<file path="config.mk">
export PLATFORM = sky130hd
export DESIGN_NAME = point_mult_ladder
export DESIGN_NICKNAME = d
export VERILOG_FILES = /design/src/rtl/point_mult_ladder.sv
export SDC_FILE = /design/constraint.sdc
export NUM_CORES = 1
export LEC_CHECK = 0
export BUFFER_PORTS_ARGS = -buffer_cell sky130_fd_sc_hd__buf_2
export CORE_MARGIN = 3
export CORE_UTILIZATION = 30
export CTS_CLUSTER_DIAMETER = 50
export DETAILED_ROUTE_END_ITERATION = 8
export SLEW_MARGIN = 10
export SYNTH_ARGS = -nofsm -noshare
export SYNTH_HDL_FRONTEND = slang
export SYNTH_SLANG_ARGS = --single-unit
</file>
<file path="constraint.sdc">
create_clock -name clk -period 10.5 [get_ports clk]
set_input_delay 1.05 -clock clk [delete_from_list [all_inputs] [get_ports clk]]
set_output_delay 1.05 -clock clk [all_outputs]
set_load 0.02 [all_outputs]
</file>
<file path="src/rtl/point_mult_ladder.sv">
// Montgomery-ladder scalar multiplier R = k*P over point_add / point_double.
// The package carries the point type and the field-level add.

package point_mult_pkg;
  localparam int FIELD_W = 16;
  localparam logic [FIELD_W-1:0] P_MOD = 16'd65521;

  typedef struct packed {
    logic [FIELD_W-1:0] x;
    logic [FIELD_W-1:0] y;
  } curve_point_t;

  // (a + b) mod P_MOD for a, b < P_MOD; a carry out still reduces correctly mod 2^FIELD_W
  function automatic logic [FIELD_W-1:0] mod_add(input logic [FIELD_W-1:0] a,
                                                 input logic [FIELD_W-1:0] b);
    logic [FIELD_W-1:0] s;
    logic               c;
    {c, s} = {1'b0, a} + {1'b0, b};
    return (c || (s >= P_MOD)) ? (s - P_MOD) : s;
  endfunction
endpackage

// Point add primitive: group law is component-wise modular addition.
// done pulses exactly LAT cycles after the cycle Reset is held high.
module point_add import point_mult_pkg::*; #(
  parameter int LAT = 3
) (
  input  logic         clk,
  input  logic         Reset,
  input  curve_point_t a,
  input  curve_point_t b,
  output logic         done,
  output curve_point_t sum
);
  localparam int CW = (LAT > 1) ? $clog2(LAT) : 1;
  logic [CW-1:0] cnt;
  logic          fired;

  // latency countdown; fired keeps done to a single-cycle pulse
  always_ff @(posedge clk or posedge Reset) begin
    if (Reset) begin
      cnt   <= CW'(LAT - 1);
      fired <= 1'b0;
    end else if (cnt != '0) begin
      cnt <= cnt - 1'b1;
    end else begin
      fired <= 1'b1;
    end
  end

  assign done  = (cnt == '0) && !fired;
  assign sum.x = mod_add(a.x, b.x);
  assign sum.y = mod_add(a.y, b.y);
endmodule

// Point double primitive, same handshake as point_add.
module point_double import point_mult_pkg::*; #(
  parameter int LAT = 5
) (
  input  logic         clk,
  input  logic         Reset,
  input  curve_point_t a,
  output logic         done,
  output curve_point_t dbl
);
  localparam int CW = (LAT > 1) ? $clog2(LAT) : 1;
  logic [CW-1:0] cnt;
  logic          fired;

  // latency countdown; fired keeps done to a single-cycle pulse
  always_ff @(posedge clk or posedge Reset) begin
    if (Reset) begin
      cnt   <= CW'(LAT - 1);
      fired <= 1'b0;
    end else if (cnt != '0) begin
      cnt <= cnt - 1'b1;
    end else begin
      fired <= 1'b1;
    end
  end

  assign done  = (cnt == '0) && !fired;
  assign dbl.x = mod_add(a.x, a.x);
  assign dbl.y = mod_add(a.y, a.y);
endmodule

// state  | meaning
// IDLE   | waiting for start, capturing k and P
// SCAN   | skipping leading zero bits of k (SKIP_LEADING only)
// KICK   | one-cycle reset of both primitives, latches cleared
// WAIT   | collecting add/double done pulses
// UPDATE | ladder swap into R0/R1, step to next bit
// FINISH | result valid, done pulse
module point_mult_ladder import point_mult_pkg::*; #(
  parameter int KEY_W        = 256,
  parameter bit SKIP_LEADING = 1'b0,
  parameter int ADD_LAT      = 3,
  parameter int DBL_LAT      = 5
) (
  input  logic             clk,
  input  logic             Reset,
  input  logic             start,
  input  logic [KEY_W-1:0] scalar,
  input  curve_point_t     in_point,
  input  logic             in_inf,
  output logic             busy,
  output logic             done,
  output curve_point_t     out_point,
  output logic             out_inf
);
  localparam int IW = $clog2(KEY_W);

  typedef enum logic [2:0] {S_IDLE, S_SCAN, S_KICK, S_WAIT, S_UPDATE, S_FINISH} state_t;
  state_t state_q, state_d;

  curve_point_t     r0_pt, r1_pt, r0_nxt_pt, r1_nxt_pt, dbl_op, add_res, dbl_res, sum_pt, dbl_pt;
  logic             r0_inf, r1_inf, r0_nxt_inf, r1_nxt_inf, dbl_op_inf, sum_inf, dbl_inf;
  logic [KEY_W-1:0] k_reg;
  logic [IW-1:0]    idx;
  logic             add_seen, dbl_seen, add_done, dbl_done, kick_q, prim_rst, cur_bit;

  assign cur_bit    = k_reg[idx];
  assign dbl_op     = cur_bit ? r1_pt  : r0_pt;
  assign dbl_op_inf = cur_bit ? r1_inf : r0_inf;
  // kick_q is a flop, so the primitive reset is glitch-free
  assign prim_rst   = Reset | kick_q;
  assign busy       = (state_q != S_IDLE);
  assign done       = (state_q == S_FINISH);

  point_add #(.LAT(ADD_LAT)) u_add (
    .clk(clk), .Reset(prim_rst), .a(r0_pt), .b(r1_pt), .done(add_done), .sum(add_res)
  );

  point_double #(.LAT(DBL_LAT)) u_dbl (
    .clk(clk), .Reset(prim_rst), .a(dbl_op), .done(dbl_done), .dbl(dbl_res)
  );

  // state register plus the registered primitive kick
  always_ff @(posedge clk or posedge Reset) begin
    if (Reset) begin
      state_q <= S_IDLE;
      kick_q  <= 1'b0;
    end else begin
      state_q <= state_d;
      kick_q  <= (state_d == S_KICK);
    end
  end

  // next-state decode
  always_comb begin
    state_d = state_q;
    case (state_q)
      S_IDLE:   if (start) state_d = SKIP_LEADING ? S_SCAN : S_KICK;
      S_SCAN:   if (cur_bit) state_d = S_KICK;
                else if (idx == '0) state_d = S_FINISH;
      S_KICK:   state_d = S_WAIT;
      S_WAIT:   if ((add_seen || add_done) && (dbl_seen || dbl_done)) state_d = S_UPDATE;
      S_UPDATE: state_d = (idx == '0) ? S_FINISH : S_KICK;
      S_FINISH: state_d = S_IDLE;
      default:  state_d = S_IDLE;
    endcase
  end

  // infinity bypass of primitive results and the ladder swap
  always_comb begin
    sum_pt  = add_res;
    sum_inf = 1'b0;
    if (r0_inf && r1_inf) begin
      sum_pt  = '0;
      sum_inf = 1'b1;
    end else if (r0_inf) begin
      sum_pt = r1_pt;
    end else if (r1_inf) begin
      sum_pt = r0_pt;
    end
    dbl_pt     = dbl_op_inf ? '0 : dbl_res;
    dbl_inf    = dbl_op_inf;
    r0_nxt_pt  = r0_pt;
    r0_nxt_inf = r0_inf;
    r1_nxt_pt  = r1_pt;
    r1_nxt_inf = r1_inf;
    if (state_q == S_UPDATE) begin
      if (cur_bit) begin
        r0_nxt_pt = sum_pt; r0_nxt_inf = sum_inf;
        r1_nxt_pt = dbl_pt; r1_nxt_inf = dbl_inf;
      end else begin
        r1_nxt_pt = sum_pt; r1_nxt_inf = sum_inf;
        r0_nxt_pt = dbl_pt; r0_nxt_inf = dbl_inf;
      end
    end
  end

  // capture, bit index, done latches, ladder registers and result
  always_ff @(posedge clk or posedge Reset) begin
    if (Reset) begin
      k_reg     <= '0;
      idx       <= '0;
      r0_pt     <= '0;
      r0_inf    <= 1'b0;
      r1_pt     <= '0;
      r1_inf    <= 1'b0;
      add_seen  <= 1'b0;
      dbl_seen  <= 1'b0;
      out_point <= '0;
      out_inf   <= 1'b1;
    end else begin
      case (state_q)
        S_IDLE: if (start) begin
          k_reg  <= scalar;
          r0_pt  <= '0;
          r0_inf <= 1'b1;
          r1_pt  <= in_point;
          r1_inf <= in_inf;
          idx    <= IW'(KEY_W - 1);
        end
        S_SCAN: if (!cur_bit && (idx != '0)) idx <= idx - 1'b1;
        S_KICK: begin
          add_seen <= 1'b0;
          dbl_seen <= 1'b0;
        end
        S_WAIT: begin
          add_seen <= add_seen | add_done;
          dbl_seen <= dbl_seen | dbl_done;
        end
        S_UPDATE: begin
          r0_pt  <= r0_nxt_pt;
          r0_inf <= r0_nxt_inf;
          r1_pt  <= r1_nxt_pt;
          r1_inf <= r1_nxt_inf;
          if (idx != '0) idx <= idx - 1'b1;
        end
        default: ;
      endcase
      // result is presented for the whole FINISH cycle
      if (state_d == S_FINISH) begin
        out_point <= r0_nxt_pt;
        out_inf   <= r0_nxt_inf;
      end
    end
  end
endmodule

</file>
==> summary.txt, run 1 <==
Outcome
  – Status: finished clean

Timing
  – Final Hold Viols: 0
  – Number of max-slew violations in the final report: 0
  – Worst Max-Slew Pin Slew: 1.23 ns
  – Unrepaired setup endpoints after global routing: false
  – Final count of negative-setup-slack endpoints: 0
  – Worst Clk Skew: 0.0318 ns
  – Final critical delay including setup and external delays: 5.98 ns
  – Maximum operating frequency: 0.167 GHz
  – Worst max-slew margin expressed relative to the limit: 17.5%
  – Portion of the clock cycle consumed by the worst path in the final layout: 57.0%
  – Setup TNS: 0 ns

Clock network
  – Clock latency of the later-clocked register in the worst-skew pair: 0.61 ns
  – CTS H-tree depth: 2
  – CTS buffer count: 53
  – Hold buffer count at cts: 0
  – Clock tree from TritonCTS: done
  – Buffer depth of the longest clock path: 3
  – Quantity of gates resized following cts: 0
  – Worst-path clk slew: 0.05 ns
  – Clock tree sinks: 376
  – Clock root buffer master: clkbuf_16
  – Number of buffers inserted by post-CTS setup repair: 0

Routing
  – Vias after detailed routing: 20600
  – Total wirelength of the detailed-routed design: 79100 µm
  – Number of violations reported at the end of detailed-routing iteration 0: 1845
  – Number of routed nets with antenna violations: 0
  – First-pass detailed-route iteration total: 5
  – Number of DRC violations after detailed routing: 0
  – Routed wirelength normalized by instance count: 20.1 µm
  – Post-DR vias/cell: 5.26

Synth
  – Fraction of registers with async set or reset after synthesis: 100%
  – Synth Cell Area: 22700 µm²
  – Count of state elements after synthesis: 376
  – Number of library cell types mapped by synthesis: 99
  – Yosys warning total: 0
  – Post-Synthesis Mean Instance Area: 8.45 µm²
  – Number of synthesized flops with an enable pin: 0
  – Proportion of netlist area held by the largest area contributor: 41.2%
  – Portion of the post-synthesis area used by sequential elements: 41.5%
  – Gate count after technology mapping: 2681
  – Cell taking the most area after synthesis: dfrtp_1
  – Leading register cell type out of synthesis: dfrtp_1
  – Cell types occupying the most area after synthesis: dfrtp_1, nand2_1, mux4_2, a21oi_1, ha_1
  – Net count of the mapped netlist: 3017

Placed design
  – Detailed Place HPWL: 56100 µm
  – Count of input and output buffers: 326
  – Post-Place Cells: 3830
  – Placed standard-cell area: 25000 µm²
  – Final weighted congestion of routability-driven global placement: 0.854

Floorplan
  – Die Y-Extent: 281 µm
  – Die Width: 281 µm
  – Site Rows: 100
  – Die area: 78900 µm²
  – Initial standard-cell utilization of the core: 30.4%
  – Number of primary I/O pins: 327
  – Core Region: 74600 µm²

Global route
  – Wire length of the first global-routing pass: 121000 µm
  – Via count of the first global-routing pass: 20200
  – Largest net degree at the start of global routing: 189
  – Antenna violations before repair: 6
  – GRT Util Overall: 19.7%
  – Aggregate global routing overflow: 0

Worst setup path
  – Critical path depth: 19
  – Critical path buffers and inverters: 3
  – Maximum net fanout on the critical path: 37
  – End of the worst register-to-register path: r0_pt[13]
  – Source of the critical timing path: idx[0]
  – Required time reported for the critical path endpoint: 11.02 ns
  – Max incr delay on CP: 0.84 ns
  – Slowest-stage cell, CP: dfrtp_4
  – Flop-to-flop setup slack: 4.52 ns
  – Worst path arrival time: 6.50 ns
  – Delay-heaviest family, CP: simple AND/OR/NAND/NOR gates
  – Timing endpoint of the critical path: r0_pt[13]
  – R2R Path Start: idx[0]
  – Worst Setup Start Kind: flop
  – Critical path endpoint category: flop
  – WS Path Type: flop to flop
  – Worst Reg2Reg Path Length in Cells: 19
  – Critical-path cell list: buf_4 > mux4_2 > nor2b_1 > a211oi_1 > a2111oi_0 > nor4_1 > o211ai_4 > buf_4 > nor2_1 > a21oi_1 > ha_1 > inv_1 > o21ai_0 > nor4_1 > nand3_1 > xnor2_1 > o31ai_1 > a31oi_1 > o21ai_0

Layout
  – Design area: 26800 µm²
  – Largest register FFs: 256
  – Fraction of final layout cells sized beyond drive strength 1: 19.0%
  – Nets: 3252
  – Non-filler cells, final: 3927
  – Count of fill cells added during filler insertion: 7778
  – Synthesis-to-finish area growth: 18.4%

Worst hold path
  – Worst min-delay path category: flop to asynchronous set/reset pin

Power and ir drop
  – VDD IR-drop max: 0.122 mV
  – Leakage power figure: 12.8 nW
  – Power density cells: 126 nW/µm²

Flow run
  – Max-cap check violation count: 0
worst min path at each step:
| stage | start | endpoint | slack [ns] | depth (start not counted) |
|---|---|---|---|---|
| finish | kick_q | u_add.cnt[0] | 0.37 | 1 |
| global route | kick_q | u_add.cnt[0] | 0.41 | 1 |
| CTS | kick_q | u_add.cnt[0] | 0.38 | 1 |
| detailed placement | kick_q | u_add.fired | 0.42 | 1 |
| global placement | kick_q | u_add.fired | 0.39 | 1 |
| floorplan | kick_q | u_add.cnt[0] | 0.28 | 1 |
layout by cell type (no fill, tap or decap), types with 26 or more instances in the layout:
| cell | netlist | layout |
|---|---|---|
| mux2i_1 | 40 | 40 |
| nor3_1 | 45 | 45 |
| ha_1 | 42 | 42 |
| inv_1 | 36 | 35 |
| nand2_1 | 961 | 960 |
| mux4_2 | 64 | 64 |
| nand3_1 | 67 | 67 |
| a21oi_1 | 112 | 112 |
| nor2b_1 | 26 | 26 |
| a31oi_1 | 26 | 26 |
| buf_2 | 30 | 326 |
| dfrtp_1 | 373 | 370 |
| o21ai_0 | 70 | 70 |
| xnor2_1 | 56 | 56 |
| nor2_1 | 139 | 134 |
| clkbuf_16 | 0 | 53 |
| xor2_1 | 32 | 32 |
kinds of logic (layout without fill, tap and decap cells):
| logic type | count (synthesis) | after routing | synth area share (%) |
|---|---|---|---|
| flip-flops | 376 | 376 | 41.5 |
| adder cells (fa/ha/maj) | 44 | 44 | 2.50 |
| AO/OA/AOI/OAI | 477 | 477 | 14.7 |
| AND/OR/NAND/NOR | 1380 | 1380 | 25.8 |
| multiplexers | 106 | 106 | 8.23 |
| XOR/XNOR | 88 | 88 | 3.40 |
| buffers and inverters | 210 | 485 | 3.83 |
| other | 0 | 2 | 0 |
stage by stage:
stage / util [%] / worst slack, ns / hold WS [ns] / power [mW]
3_3_place_gp: 33.6 / 4.51 / 0.388 / 1.57
5_1_grt: 36.0 / 4.00 / 0.406 / 3.48
2_1_floorplan: - / 4.50 / 0.279 / 1.50
3_5_place_dp: 33.6 / 4.51 / 0.416 / 1.57
4_1_cts: 36.0 / 4.49 / 0.379 / 3.41
6_report: 36.0 / 4.52 / 0.370 / 3.37
synth_stat cells, types with 6 or more instances:
| master | count |
|---|---|
| a32oi_1 | 12 |
| or2_2 | 8 |
| clkbuf_1 | 130 |
| nand4_1 | 15 |
| and3_1 | 21 |
| a21oi_1 | 112 |
| o21ai_0 | 70 |
| nor3b_1 | 6 |
| and2_1 | 13 |
| a22oi_1 | 21 |
| and4_1 | 7 |
| o21ai_1 | 17 |
| a311oi_1 | 13 |
| or3_1 | 8 |
| o22ai_1 | 9 |
| a31oi_1 | 26 |
| dfrtp_1 | 373 |
| o31a_1 | 8 |
| a2111oi_0 | 6 |
| o31ai_1 | 9 |
| inv_1 | 36 |
| xor2_1 | 32 |
| buf_2 | 30 |
| a211oi_1 | 22 |
| a22o_1 | 10 |
| nor4_1 | 10 |
| nand2_1 | 961 |
| a221oi_1 | 9 |
| mux4_2 | 64 |
| nand2b_1 | 23 |
| o211a_1 | 7 |
| o211ai_1 | 17 |
| mux2i_1 | 40 |
| nand3_1 | 67 |
| o221ai_1 | 13 |
| nor3_1 | 45 |
| xnor2_1 | 56 |
| o21a_1 | 8 |
| nor2_1 | 139 |
| a21o_1 | 17 |
| ha_1 | 42 |
| a221o_1 | 6 |
| nor2b_1 | 26 |
cell type report:
type | instances | area [µm²] | area share, %
multi-input cells | 2095 | 12400 | 46.3
inverters | 38 | 146 | 0.546
well taps | 969 | 1210 | 4.52
clock buffers | 67 | 1460 | 5.44
clock inverters | 28 | 332 | 1.24
flip-flops and latches | 376 | 9420 | 35.1
repair buffers | 352 | 1840 | 6.85
diodes | 2 | 5.00 | 0.0187
per-layer routing:
layer | track usage, % | vias up | part of all wire [%]
met1 | 25.7 | 9890 | 42
met3 | 3.85 | 114 | 7.2
met5 | 0 | - | 0.051
met4 | 6.10 | 6 | 2.9
met2 | 33.0 | 838 | 48
li1 | - | 9789 | -
power by group:
part           switching [mW]  internal (mW)
combinational          0.0539         0.0403
clock                   0.733           1.09
sequential                  0           1.45
Power figures use the tool's default switching activity.
==> run 2: changes to the inputs <==
==> constraint.sdc (replaced) <==
create_clock -name clk -period 5.4 [get_ports clk]
set_input_delay 0.54 -clock clk [delete_from_list [all_inputs] [get_ports clk]]
set_output_delay 0.54 -clock clk [all_outputs]
set_load 0.02 [all_outputs]
==> run 2 against run 1 <==
Effect of this change:
- sequential power up 94%
- clock skew up 0.016 ns
- register-to-register slack worse by 4.1 ns
- first-iteration DRC count up 9.1%
- cell count up 1.1%
- sequential cell count unchanged
- core utilization up 0.83 points
- sequential share of layout area down 0.79 points
- combinational power up 93%
- hold slack worse by 0.31 ns
- critical path type unchanged
- largest cell class unchanged
- largest power group unchanged
- highest routed layer unchanged
==> summary.txt, run 2 (synthesized netlist as in run 1, its figures left out) <==
Routing
  – Number of routed nets with antenna violations: 0 (unchanged)
  – First-pass detailed-route iteration total: 7 (+2)
  – Total wirelength of the detailed-routed design: 80900 µm (+2.3%)
  – Routed wirelength normalized by instance count: 20.4 µm (+1.1%)
  – Vias after detailed routing: 20900 (+1.4%)
  – Number of DRC violations after detailed routing: 0 (unchanged)
  – Post-DR vias/cell: 5.27 (+0.32%)
  – Number of violations reported at the end of detailed-routing iteration 0: 2013 (+9.1%)

Worst setup path
  – Critical path endpoint category: flop
  – Worst path arrival time: 5.55 ns (-0.95 ns)
  – Critical path buffers and inverters: 4 (+1)
  – Worst Setup Start Kind: flop
  – Flop-to-flop setup slack: 0.38 ns (-4.14 ns)
  – Source of the critical timing path: idx[0]
  – R2R Path Start: idx[0]
  – Worst Reg2Reg Path Length in Cells: 20 (+1)
  – Required time reported for the critical path endpoint: 5.93 ns (-5.09 ns)
  – Maximum net fanout on the critical path: 26 (-30%)
  – Max incr delay on CP: 0.76 ns (-0.08 ns)
  – Cell seen most often among critical-path stages: buf_4
  – WS Path Type: flop to flop
  – Delay-heaviest family, CP: compound AO/OA/AOI/OAI gates
  – End of the worst register-to-register path: r0_pt[13]
  – Slowest-stage cell, CP: dfrtp_4
  – Critical-path cell list: buf_4 > mux4_2 > a22oi_1 > nand4_1 > and4_1 > a31oi_1 > o211ai_4 > buf_4 > nor2_1 > a21oi_1 > ha_1 > inv_1 > o21ai_0 > nor4_1 > buf_4 > nand3_1 > xnor2_1 > o31ai_1 > a31oi_1 > o21ai_0

Floorplan
  – Die Width: 281 µm (unchanged)
  – Die Y-Extent: 281 µm (unchanged)
  – Core Region: 74600 µm² (unchanged)
  – Site Rows: 100 (unchanged)
  – Initial standard-cell utilization of the core: 30.4% (unchanged)
  – Number of primary I/O pins: 327 (unchanged)
  – Die area: 78900 µm² (unchanged)

Clock network
  – CTS H-tree depth: 2 (unchanged)
  – Hold buffer count at cts: 0 (unchanged)
  – Clock tree from TritonCTS: done
  – Clock root buffer master: clkbuf_16
  – Number of buffers inserted by post-CTS setup repair: 0 (unchanged)
  – Worst-path clk slew: 0.06 ns (about the same)
  – Quantity of gates resized following cts: 0 (unchanged)
  – Clock latency of the later-clocked register in the worst-skew pair: 0.64 ns (+0.03 ns)
  – Clock tree sinks: 376 (unchanged)
  – Buffer depth of the longest clock path: 3 (unchanged)
  – CTS buffer count: 57 (+7.5%)

Placed design
  – Final weighted congestion of routability-driven global placement: 0.896 (+5.0%)
  – Post-Place Cells: 3863 (+0.86%)
  – Count of input and output buffers: 326 (unchanged)
  – Detailed Place HPWL: 58500 µm (+4.2%)

Timing
  – Maximum operating frequency: 0.199 GHz (+19%)
  – Final Hold Viols: 0 (unchanged)
  – Unrepaired setup endpoints after global routing: false
  – Setup TNS: 0 ns (unchanged)
  – Final count of negative-setup-slack endpoints: 0 (unchanged)
  – Number of max-slew violations in the final report: 0 (unchanged)
  – Worst max-slew margin expressed relative to the limit: 25.1% (+7.5 points)
  – Portion of the clock cycle consumed by the worst path in the final layout: 93.0% (+36 points)
  – Worst Clk Skew: 0.0475 ns (+0.0157 ns)
  – Final critical delay including setup and external delays: 5.02 ns (-0.963 ns)
  – Worst Max-Slew Pin Slew: 1.12 ns (-0.108 ns)

Global route
  – Via count of the first global-routing pass: 20100 (-0.030%)
  – GRT Util Overall: 20.1% (+0.39 points)
  – GRT met1 Usage: 26.9% (+1.2 points)
  – M2 GR Usage: 33.3% (+0.21 points)
  – Most Crowded Layer GR: met2
  – Fraction of met3 tracks used by global routing: 3.00% (-0.85 points)
  – Aggregate global routing overflow: 0 (unchanged)
  – Wire length of the first global-routing pass: 123000 µm (+1.6%)
  – Largest net degree at the start of global routing: 173 (-8.5%)
  – Antenna violations before repair: 1 (-5)

Layout
  – Count of fill cells added during filler insertion: 7671 (-1.4%)
  – Largest register FFs: 256 (unchanged)
  – Fraction of final layout cells sized beyond drive strength 1: 20.2% (+1.2 points)
  – Leading cell types in the layout, fill and taps excluded: nand2_1, dfrtp_1, buf_2
  – Synthesis-to-finish area growth: 21.1%
  – Non-filler cells, final: 3971 (+1.1%)
  – Nets: 3289 (+1.1%)
  – Number of antenna cells inserted: 0 (-2)
  – Most common cell after layout, fill and taps aside: nand2_1
  – Post-route core utilization: 36.8% (+0.83 points)

Power and ir drop
  – VDD IR-drop max: 0.225 mV (+84%)
  – Power density cells: 255 nW/µm² (+100%)
  – Overall power after layout: 7.01 mW (+110%)
  – Leakage power figure: 13.1 nW (+2.7%)

Worst hold path
  – Worst min-delay path category: input pin to asynchronous set/reset pin

Flow run
  – Max-cap check violation count: 0 (unchanged)

Outcome
  – Status: finished clean
==> run 2: changes by cell type in the layout (fill, tap and decap cells not counted), sizes merged, moves of 3 or more <==
| cell | previous run | this run |
|---|---|---|
| buf | 352 | 385 |
| inv | 43 | 46 |
| clkinv | 11 | 18 |
| bufinv | 4 | 9 |
| clkinvlp | 8 | 4 |
==> run 2: worst max-delay path by stage <==
stage	endpoint	slack, ns	cells after the start
after floorplan	add_seen	-0.09	1
after global placement	r1_pt[15]	0.48	18
after detailed placement	out_point[11]	0.43	20
after CTS	out_point[11]	0.38	20
after global routing	out_point[11]	0.001	20
final	r0_pt[13]	0.38	20
==> run 2: metal layers <==
metal | part of all wire (%) | up-vias | wire length (µm)
met4 | 3.2 | 2 | 2630
met5 | 0.0099 | - | 8
met1 | 42 | 10100 | 34300
met2 | 48 | 867 | 38600
li1 | - | 9857 | -
met3 | 6.6 | 153 | 5370
==> run 2: where the power goes <==
part	internal [mW]	total, mW	switching [mW]
clock	2.50	4.01	1.51
sequential	2.82	2.82	0
combinational	0.0803	0.182	0.102
total	5.39	7.01	1.62
==> run 2: area by class of cell <==
cell class | count | area, µm² | share of cell area, %
Tap cell | 969 | 1210 | 4.42
Sequential cell | 376 | 9420 | 34.3
Timing Repair Buffer | 385 | 2160 | 7.88
Clock inverter | 39 | 559 | 2.04
Multi-Input combinational cell | 2095 | 12400 | 45.2
Clock buffer | 69 | 1530 | 5.58
Inverter | 38 | 146 | 0.533
==> run 2: metrics by stage <==
stage	area [µm²]	setup WS, ns	hold WS (ns)
after floorplan	22700	-0.0913	0.279
after global placement	25400	0.483	0.367
after detailed placement	25400	0.432	0.386
after CTS	27500	0.381	0.0462
after global routing	27500	0.00121	0.0733
final	27500	0.380	0.0624
==> run 2: worst reg2reg max path: stages, from the launching register on <==
cell and delay (ns):
dfrtp_4 0.76, buf_4 0.37, mux4_2 0.54, a22oi_1 0.22, nand4_1 0.11, and4_1 0.25, a31oi_1 0.32, o211ai_4 0.28
buf_4 0.28, nor2_1 0.09, a21oi_1 0.05, ha_1 0.23, inv_1 0.10, o21ai_0 0.12, nor4_1 0.26, buf_4 0.18
nand3_1 0.09, xnor2_1 0.16, o31ai_1 0.25, a31oi_1 0.10, o21ai_0 0.19
